[src/rtl/prog_loader.sv]
// Streams words into a DEPTH-entry memory (write mode) or checks memory contents
// against the stream (verify mode), tracking a running checksum and first mismatch.
module prog_loader #(
  parameter int DATA_WIDTH = 8,
  parameter int ADDR_WIDTH = 5
) (
  input  logic                  clock,
  input  logic                  reset,
  input  logic                  load_start,
  input  logic                  mode,
  input  logic [ADDR_WIDTH-1:0] load_base,
  input  logic [ADDR_WIDTH:0]   load_len,
  input  logic                  abort,
  input  logic                  in_valid,
  input  logic [DATA_WIDTH-1:0] in_data,
  output logic                  in_ready,
  output logic                  mem_we,
  output logic [ADDR_WIDTH-1:0] mem_addr,
  output logic [DATA_WIDTH-1:0] mem_wdata,
  input  logic [DATA_WIDTH-1:0] mem_rdata,
  output logic                  busy,
  output logic                  done,
  output logic                  error,
  output logic [ADDR_WIDTH-1:0] err_addr,
  output logic [DATA_WIDTH-1:0] checksum
);

  // state | meaning
  // IDLE  | waiting for load_start
  // WRITE | one word per cycle written at the current address
  // VRD   | read address presented, waiting for the stream word
  // VCMP  | memory data returned, compared with the held stream word
  typedef enum logic [1:0] {IDLE, WRITE, VRD, VCMP} state_t;

  localparam logic [ADDR_WIDTH:0] DEPTH   = {1'b1, {ADDR_WIDTH{1'b0}}};
  localparam logic [ADDR_WIDTH:0] LEN_ONE = {{ADDR_WIDTH{1'b0}}, 1'b1};

  state_t                state, state_nxt;
  logic [ADDR_WIDTH-1:0] cur_addr, cmp_addr;
  logic [ADDR_WIDTH:0]   remain;
  logic [DATA_WIDTH-1:0] held_word;
  logic                  accept, len_ok, last, mismatch;

  always_comb begin
    len_ok    = (load_len != '0) && (load_len <= DEPTH);
    last      = (remain == LEN_ONE);
    mismatch  = (mem_rdata != held_word);
    busy      = (state != IDLE);
    in_ready  = !reset && ((state == WRITE) || (state == VRD));
    accept    = in_valid && in_ready;
    mem_we    = !reset && (state == WRITE) && in_valid;
    mem_wdata = (!reset && (state == WRITE)) ? in_data : '0;
    mem_addr  = '0;
    if (!reset) begin
      case (state)
        WRITE, VRD: mem_addr = cur_addr;
        VCMP:       mem_addr = cmp_addr;
        default:    mem_addr = '0;
      endcase
    end
  end

  always_comb begin
    state_nxt = state;
    case (state)
      IDLE:  if (load_start && len_ok) state_nxt = mode ? VRD : WRITE;
      WRITE: if (abort || (accept && last)) state_nxt = IDLE;
      VRD:   if (abort) state_nxt = IDLE;
             else if (accept) state_nxt = VCMP;
      VCMP:  if (abort || last) state_nxt = IDLE;
             else state_nxt = VRD;
      default: state_nxt = IDLE;
    endcase
  end

  always_ff @(posedge clock) begin
    if (reset) begin
      state     <= IDLE;
      cur_addr  <= '0;
      cmp_addr  <= '0;
      remain    <= '0;
      held_word <= '0;
      done      <= 1'b0;
      error     <= 1'b0;
      err_addr  <= '0;
      checksum  <= '0;
    end else begin
      state <= state_nxt;
      if (state == IDLE) begin
        if (load_start) begin
          done  <= 1'b1;
          error <= 1'b1;
          if (len_ok) begin
            cur_addr <= load_base;
            remain   <= load_len;
            done     <= 1'b0;
            error    <= 1'b0;
            err_addr <= '0;
            checksum <= '0;
          end
        end
      end else begin
        if (accept) begin
          checksum <= checksum + in_data;
          cur_addr <= cur_addr + 1'b1;
        end
        if ((state == VRD) && accept) begin
          held_word <= in_data;
          cmp_addr  <= cur_addr;
        end
        // The last word counts only when the session is not being aborted
        if (!abort && (((state == WRITE) && accept) || (state == VCMP))) begin
          remain <= remain - 1'b1;
          if (last) done <= 1'b1;
        end
        if ((state == VCMP) && !abort && mismatch && !error) begin
          error    <= 1'b1;
          err_addr <= cmp_addr;
        end
        if (abort) begin
          error <= 1'b1;
          done  <= 1'b0;
        end
      end
    end
  end

endmodule

[config.mk]
export PLATFORM = sky130hd
export DESIGN_NAME = prog_loader
export DESIGN_NICKNAME = d
export VERILOG_FILES = /design/src/rtl/prog_loader.sv
export SDC_FILE = /design/constraint.sdc
export NUM_CORES = 1
export LEC_CHECK = 0
export BUFFER_PORTS_ARGS = -buffer_cell sky130_fd_sc_hd__buf_2
export CAP_MARGIN = 20
export CORE_AREA = 8 8 88 90
export CTS_CLUSTER_SIZE = 8
export DETAILED_ROUTE_END_ITERATION = 10
export DIE_AREA = 0 0 96 98
export SYNTH_ARGS = -nofsm -noshare
export SYNTH_HDL_FRONTEND = slang
export SYNTH_SLANG_ARGS = --single-unit
[constraint.sdc]
create_clock -name clock -period 2.3 [get_ports clock]
set_clock_uncertainty 0.15 [all_clocks]
set_input_delay 0.46 -clock clock [delete_from_list [all_inputs] [get_ports clock]]
set_output_delay 0.46 -clock clock [all_outputs]
set_load 0.02 [all_outputs]
* Yosys cells after proc, flatten, opt, wreduce, memory -nomap -nowiden
Cells that the tools add are included.
** Cells by class
- Add/subtract/negate cells :: 3
- Magnitude comparators :: 1
- Equality and inequality tests :: 10
- Muxes and demuxes :: 35
- Bitwise logic cells :: 1
- Reductions and logical operators :: 37
** Operators with widths (number)
- two-way mux 5 bit :: 9
- two-way mux 8 bit :: 5
- two-way mux 6 bit :: 4
- AND reduction 3 bit :: 5
- logical AND 1 bit :: 13
- two-way mux 2 bit :: 6
- case mux 5 bit (2 select lines) :: 1
- two-way mux 1 bit :: 9
- nonzero test 3 bit :: 3
- adder 8 bit :: 1
- inequality test 8 bit :: 1
- case mux 2 bit (4 select lines) :: 1
- nonzero test 2 bit :: 4
- == test 6 x 1 -> 1 bit (second input constant) :: 1
- <= comparator 6 bit (second input constant) :: 1
- inequality test 2 bit (second input constant) :: 3
- nonzero test 6 bit :: 1
- subtractor 6 x 1 -> 6 bit (second input constant) :: 1
- adder 5 x 1 -> 5 bit (second input constant) :: 1
- == test 2 bit (second input constant) :: 2
- logical OR 1 bit :: 4
- AND reduction 2 bit :: 2
- zero test 1 bit :: 3
- inequality test 3 bit (second input constant) :: 1
- other kinds (5) :: 5
** Storage, ports and cells
- Bits in registers :: 41
- Input port bits :: 33
- Word-level logic and storage cells :: 96

* Longest topological paths before layout
- Word-level depth :: 10
- Mapped depth :: 10
- Depth with buffers taken out :: 8

* Worst setup path after synthesis
No wires, ideal clock.
- Path kind :: register to register
- From :: register state[0]
- To :: register held_word[3]
- Arrival time :: 2.025 ns
- Slack :: 0.054 ns
- Cell stages (with the launch flop) :: 11
- Buffers on the path :: 3
- Period minus slack after synthesis :: 2.246 ns
- Path through :: dfxtp_1 -> inv_1 -> ha_1 -> clkbuf_1 -> nor2_1 -> and3_1 -> clkbuf_1 -> and2_1 -> clkbuf_1 -> nand2_1 -> a21oi_1
** On the way
- Longest elaborated chain between the ends :: 6
- Elaborated cells between the ends (all ways) :: 9
- Classes of those cells :: 2 x eq/ne; 1 x bitwise; 6 x reduce/logical
** Ends and longest elaborated chain
- from (decl) :: RTL line 38 : state_t state, state_nxt;
- from (signal assigned) :: RTL line 88 : state <= state_nxt;
- == test 2 x 1 -> 1 bit / == test 2 bit (equally long branches) :: RTL line 49, 107
- logical OR 1 bit :: RTL line 49 : in_ready = !reset && ((state == WRITE) || (state == VRD));
- logical AND 1 bit :: RTL line 49
- logical AND 1 bit :: RTL line 50 : accept = in_valid && in_ready;
- logical AND 1 bit :: RTL line 107 : if ((state == VRD) && accept) begin
- AND reduction 2 bit (no source line) (*)
- to (signal assigned) :: RTL line 108 : held_word <= in_data;
- to (decl) :: RTL line 41 : logic [DATA_WIDTH-1:0] held_word;
Mark *: on every way between the ends. The rest lies on a longest branch, timed or not.
A chain may end at the register's enable or synchronous reset.

* Worst setup path in the final report
- From :: register state[0]
- To :: output port mem_addr[0]
** On the way
- Longest elaborated chain between the ends :: 4
- Elaborated cells between the ends (all ways) :: 6
- Classes of those cells :: 3 x eq/ne; 2 x mux; 1 x reduce/logical
** Ends and longest elaborated chain
- == test 2 x 1 -> 1 bit / == test 2 bit (equally long branches) :: RTL line 55 : case (state)
- OR reduction 2 bit :: RTL line 55
- case mux 5 bit (2 select lines) (*) :: RTL line 55
- two-way mux 5 bit (*) :: RTL line 54 : if (!reset) begin
- to (decl) :: RTL line 18 : output logic [ADDR_WIDTH-1:0] mem_addr,
Marks and branches as above.

==> results_dict.tcl <==
set metrics [dict create \
    drt-total-wl_mm 6.81 \
    hold_ws_ns 0.268 \
    antenna_found_initial 0 \
    min_path_cells 3 \
    holdBufCountCts 0 \
    timing.rr.end "checksum[7]" \
    power_leakage_nw 1.34 \
    gp_congestion 0.827 \
    track_usage_pct 15.3 \
    cts_made_buffers 5 \
    syn_area_sq_um 2440 \
    drc 0 \
    die_w_um 96 \
    drtAntennaViolNets 0 \
    syn_to_final_growth_pct 29.3 \
    root_buffer "clkbuf_8" \
    regArea_sq_um 823 \
    layout-drive-gt1-share_pct 29.3 \
    path_max_fanout 5 \
    r2r_slack_ns 0.19 \
    io_buffer_count 63 \
    slew_headroom_pct 68.0 \
    rr_worst_depth 7 \
    fmax_mhz 453 \
    initial_core_util_pct 37.6 \
    avgSynthCellArea_sq_um 7.97 \
    post_cts_buffers 0 \
    avgRoutedWirePerCell_um 14.4 \
    hold_viol 0 \
    fin_crit_sh_pct 96.1 \
    period_minus_slack_ns 2.21 \
    diodes 0 \
    yosys.area.top_type "dfxtp_1" \
    rows 30 \
    min_to "held_word[6]" \
    tritoncts "built" \
    peakVddDrop_mv 0.338 \
    max_slew.worst_pin.slew_ns 0.480 \
    power_density_nw_per_um2 881 \
    cts_sinks 41 \
    path_class "flip-flop to output port" \
    final.setup.tns_ns 0 \
    grt_pass1_wl_mm 11.6 \
    clock_latency_ns 0.29 \
    grt_pass1_vias 2418 \
    holdCritStartpoint "in_data[6]" \
    rsz0062_at_grt "yes" \
    h-tree-depth 2 \
    status "finished, final reports clean" \
    ys_ff_latch 41 \
    synthesis.nets 354 \
    final_common_cell "buf_2" \
    grt_max_degree 24 \
    die_h_um 98 \
    ios 64 \
    ys_seq_area_share_pct 33.7 \
    dp_hpwl_mm 5.40 \
    dieArea_sq_um 9410 \
    core_area_sq_um 6490 \
    cp.arrival_ns 1.60 \
    clockBufferDepth 2 \
    hold_path_class "input port to flip-flop" \
    slew_viol_final 0 \
    path_clk_slew_ns 0.08 \
    yosysUniqueCellTypes 54 \
    mostFrequentLayoutCells "buf_2 (60), nand2_1 (47), dfxtp_1 (39)" \
    synth_top_area_share_pct 33.7 \
    synthCells 306 \
    setup.worst_path.end_class "output port" \
    fillers 662 \
    yosysWarnings 0 \
    multi_input_area_sq_um 1530 \
    nets 439 \
    first_pass_iters 4 \
    dp_slack_ns -0.156 \
    synth.area.top_cells "dfxtp_1 (34%), nand2_1 (7.2%), ha_1 (7.2%)" \
    drt_iter0_drc 59 \
    r2r-start "checksum[1]" \
    grt_overflow 0 \
    vias 2428 \
    cap_violations 0 \
    via_per_inst 5.14 \
    startpoint_type "flip-flop" \
    fin_ws_ns 0.0904 \
    crit_required_ns 1.69 \
    setup_viol 0 \
]
## what timing repair did
| item | in CTS | in global routing |
|---|---|---|
| cloned | 0 | 0 |
| endpoints found under the setup margin | 5 | 10 |
| resized for setup | 2 | 6 |
## power breakdown
part / total, mW / leakage [nW] / internal (mW) / switching (mW)
logic: 1.26 / 0.952 / 0.537 / 0.724
clock network: 0.615 / 0.0574 / 0.353 / 0.262
registers: 0.903 / 0.333 / 0.807 / 0.0955
## cells in the mapped netlist (all sizes together)
cell type,n
nor2b,6
a211oi,8
xor2,3
nand3b,6
a32o,1
a32oi,1
o31a,1
buf,4
nand4b,1
nand3,11
o31ai,1
a31o,1
xnor2,10
o211a,1
and3,2
dfxtp,41
nor3b,2
nor3,8
fa,1
or3,4
nand2,47
a311oi,1
a31oi,5
or2,1
and3b,1
o22ai,2
a21o,2
a2111oi,2
and2,10
a22oi,5
o311a,1
o21ai,14
inv,7
ha,14
mux2i,1
clkbuf,12
o32a,1
a21oi,32
nor4,1
a22o,4
or4,2
nor2,24
nand4,4
## registers in the layout, summed over array words and instances (netlist names)
signal,count
remain,6
error,1
cmp_addr,5
err_addr,5
state,2
done,1
cur_addr,5
checksum,8
held_word,8
## cells by family (layout without fill, tap and decap cells)
kind of cell               Yosys count  after routing  synth area share, %
and+or+nand+nor                    130            130                 27.5
xor gates and xnor gates            13             13                 4.67
muxes                                1              1                0.410
buffers and inverters               23            109                 3.95
adders and majority gates           15             15                 8.00
DFF                                 41             41                 33.7
AOI/OAI and AO/OA                   83             83                 21.8
## worst max path at each step
stage,to,from,slack (ns),cells past startpoint
floorplan,held_word[3],state[0],0.05,10
global placement,checksum[1],load_len[3],-0.13,6
finish,mem_addr[0],state[0],0.09,6
CTS,mem_addr[0],state[1],0.01,6
global route,mem_addr[3],state[0],-0.04,6
detailed placement,remain[2],load_len[3],-0.16,7
## per-layer routing
| metal | up-vias | track usage [%] | routed length (um) |
|---|---|---|---|
| met3 | 8 | 4.14 | 330 |
| met5 | - | 0 | 0 |
| met4 | 0 | 4.26 | 80 |
| met2 | 44 | 24.8 | 3270 |
| met1 | 1113 | 19.2 | 3130 |
| li1 | 1263 | - | - |
## critical path, cell delays in order, from the launching register on
cell and delay [ns]:
dfxtp_2 0.36, inv_1 0.07, ha_2 0.36, buf_4 0.15
a22oi_1 0.06, nor2_1 0.13, buf_4 0.16
## through the flow
step                      util [%]  instance area [sq um]  cells  power, mW
after global routing          48.6                   3150    472       2.97
after floorplan                  -                   2440    306       1.72
after global placement        46.5                   3020    464       2.15
after detailed placement      46.5                   3020    464       2.16
after CTS                     48.4                   3140    472       2.79
final                         48.6                   3150    472       2.78
## final cells by class
class                      instances  share of cell area, %
multi-input combinational        242                   48.5
tap                               80                   3.17
inverter                           7                  0.833
sequential                        41                   26.1
clock inverter                     2                   1.19
clock buffer                       6                   2.62
timing repair buffer              94                   17.6
No activity file was read; power rests on OpenSTA's default activity.
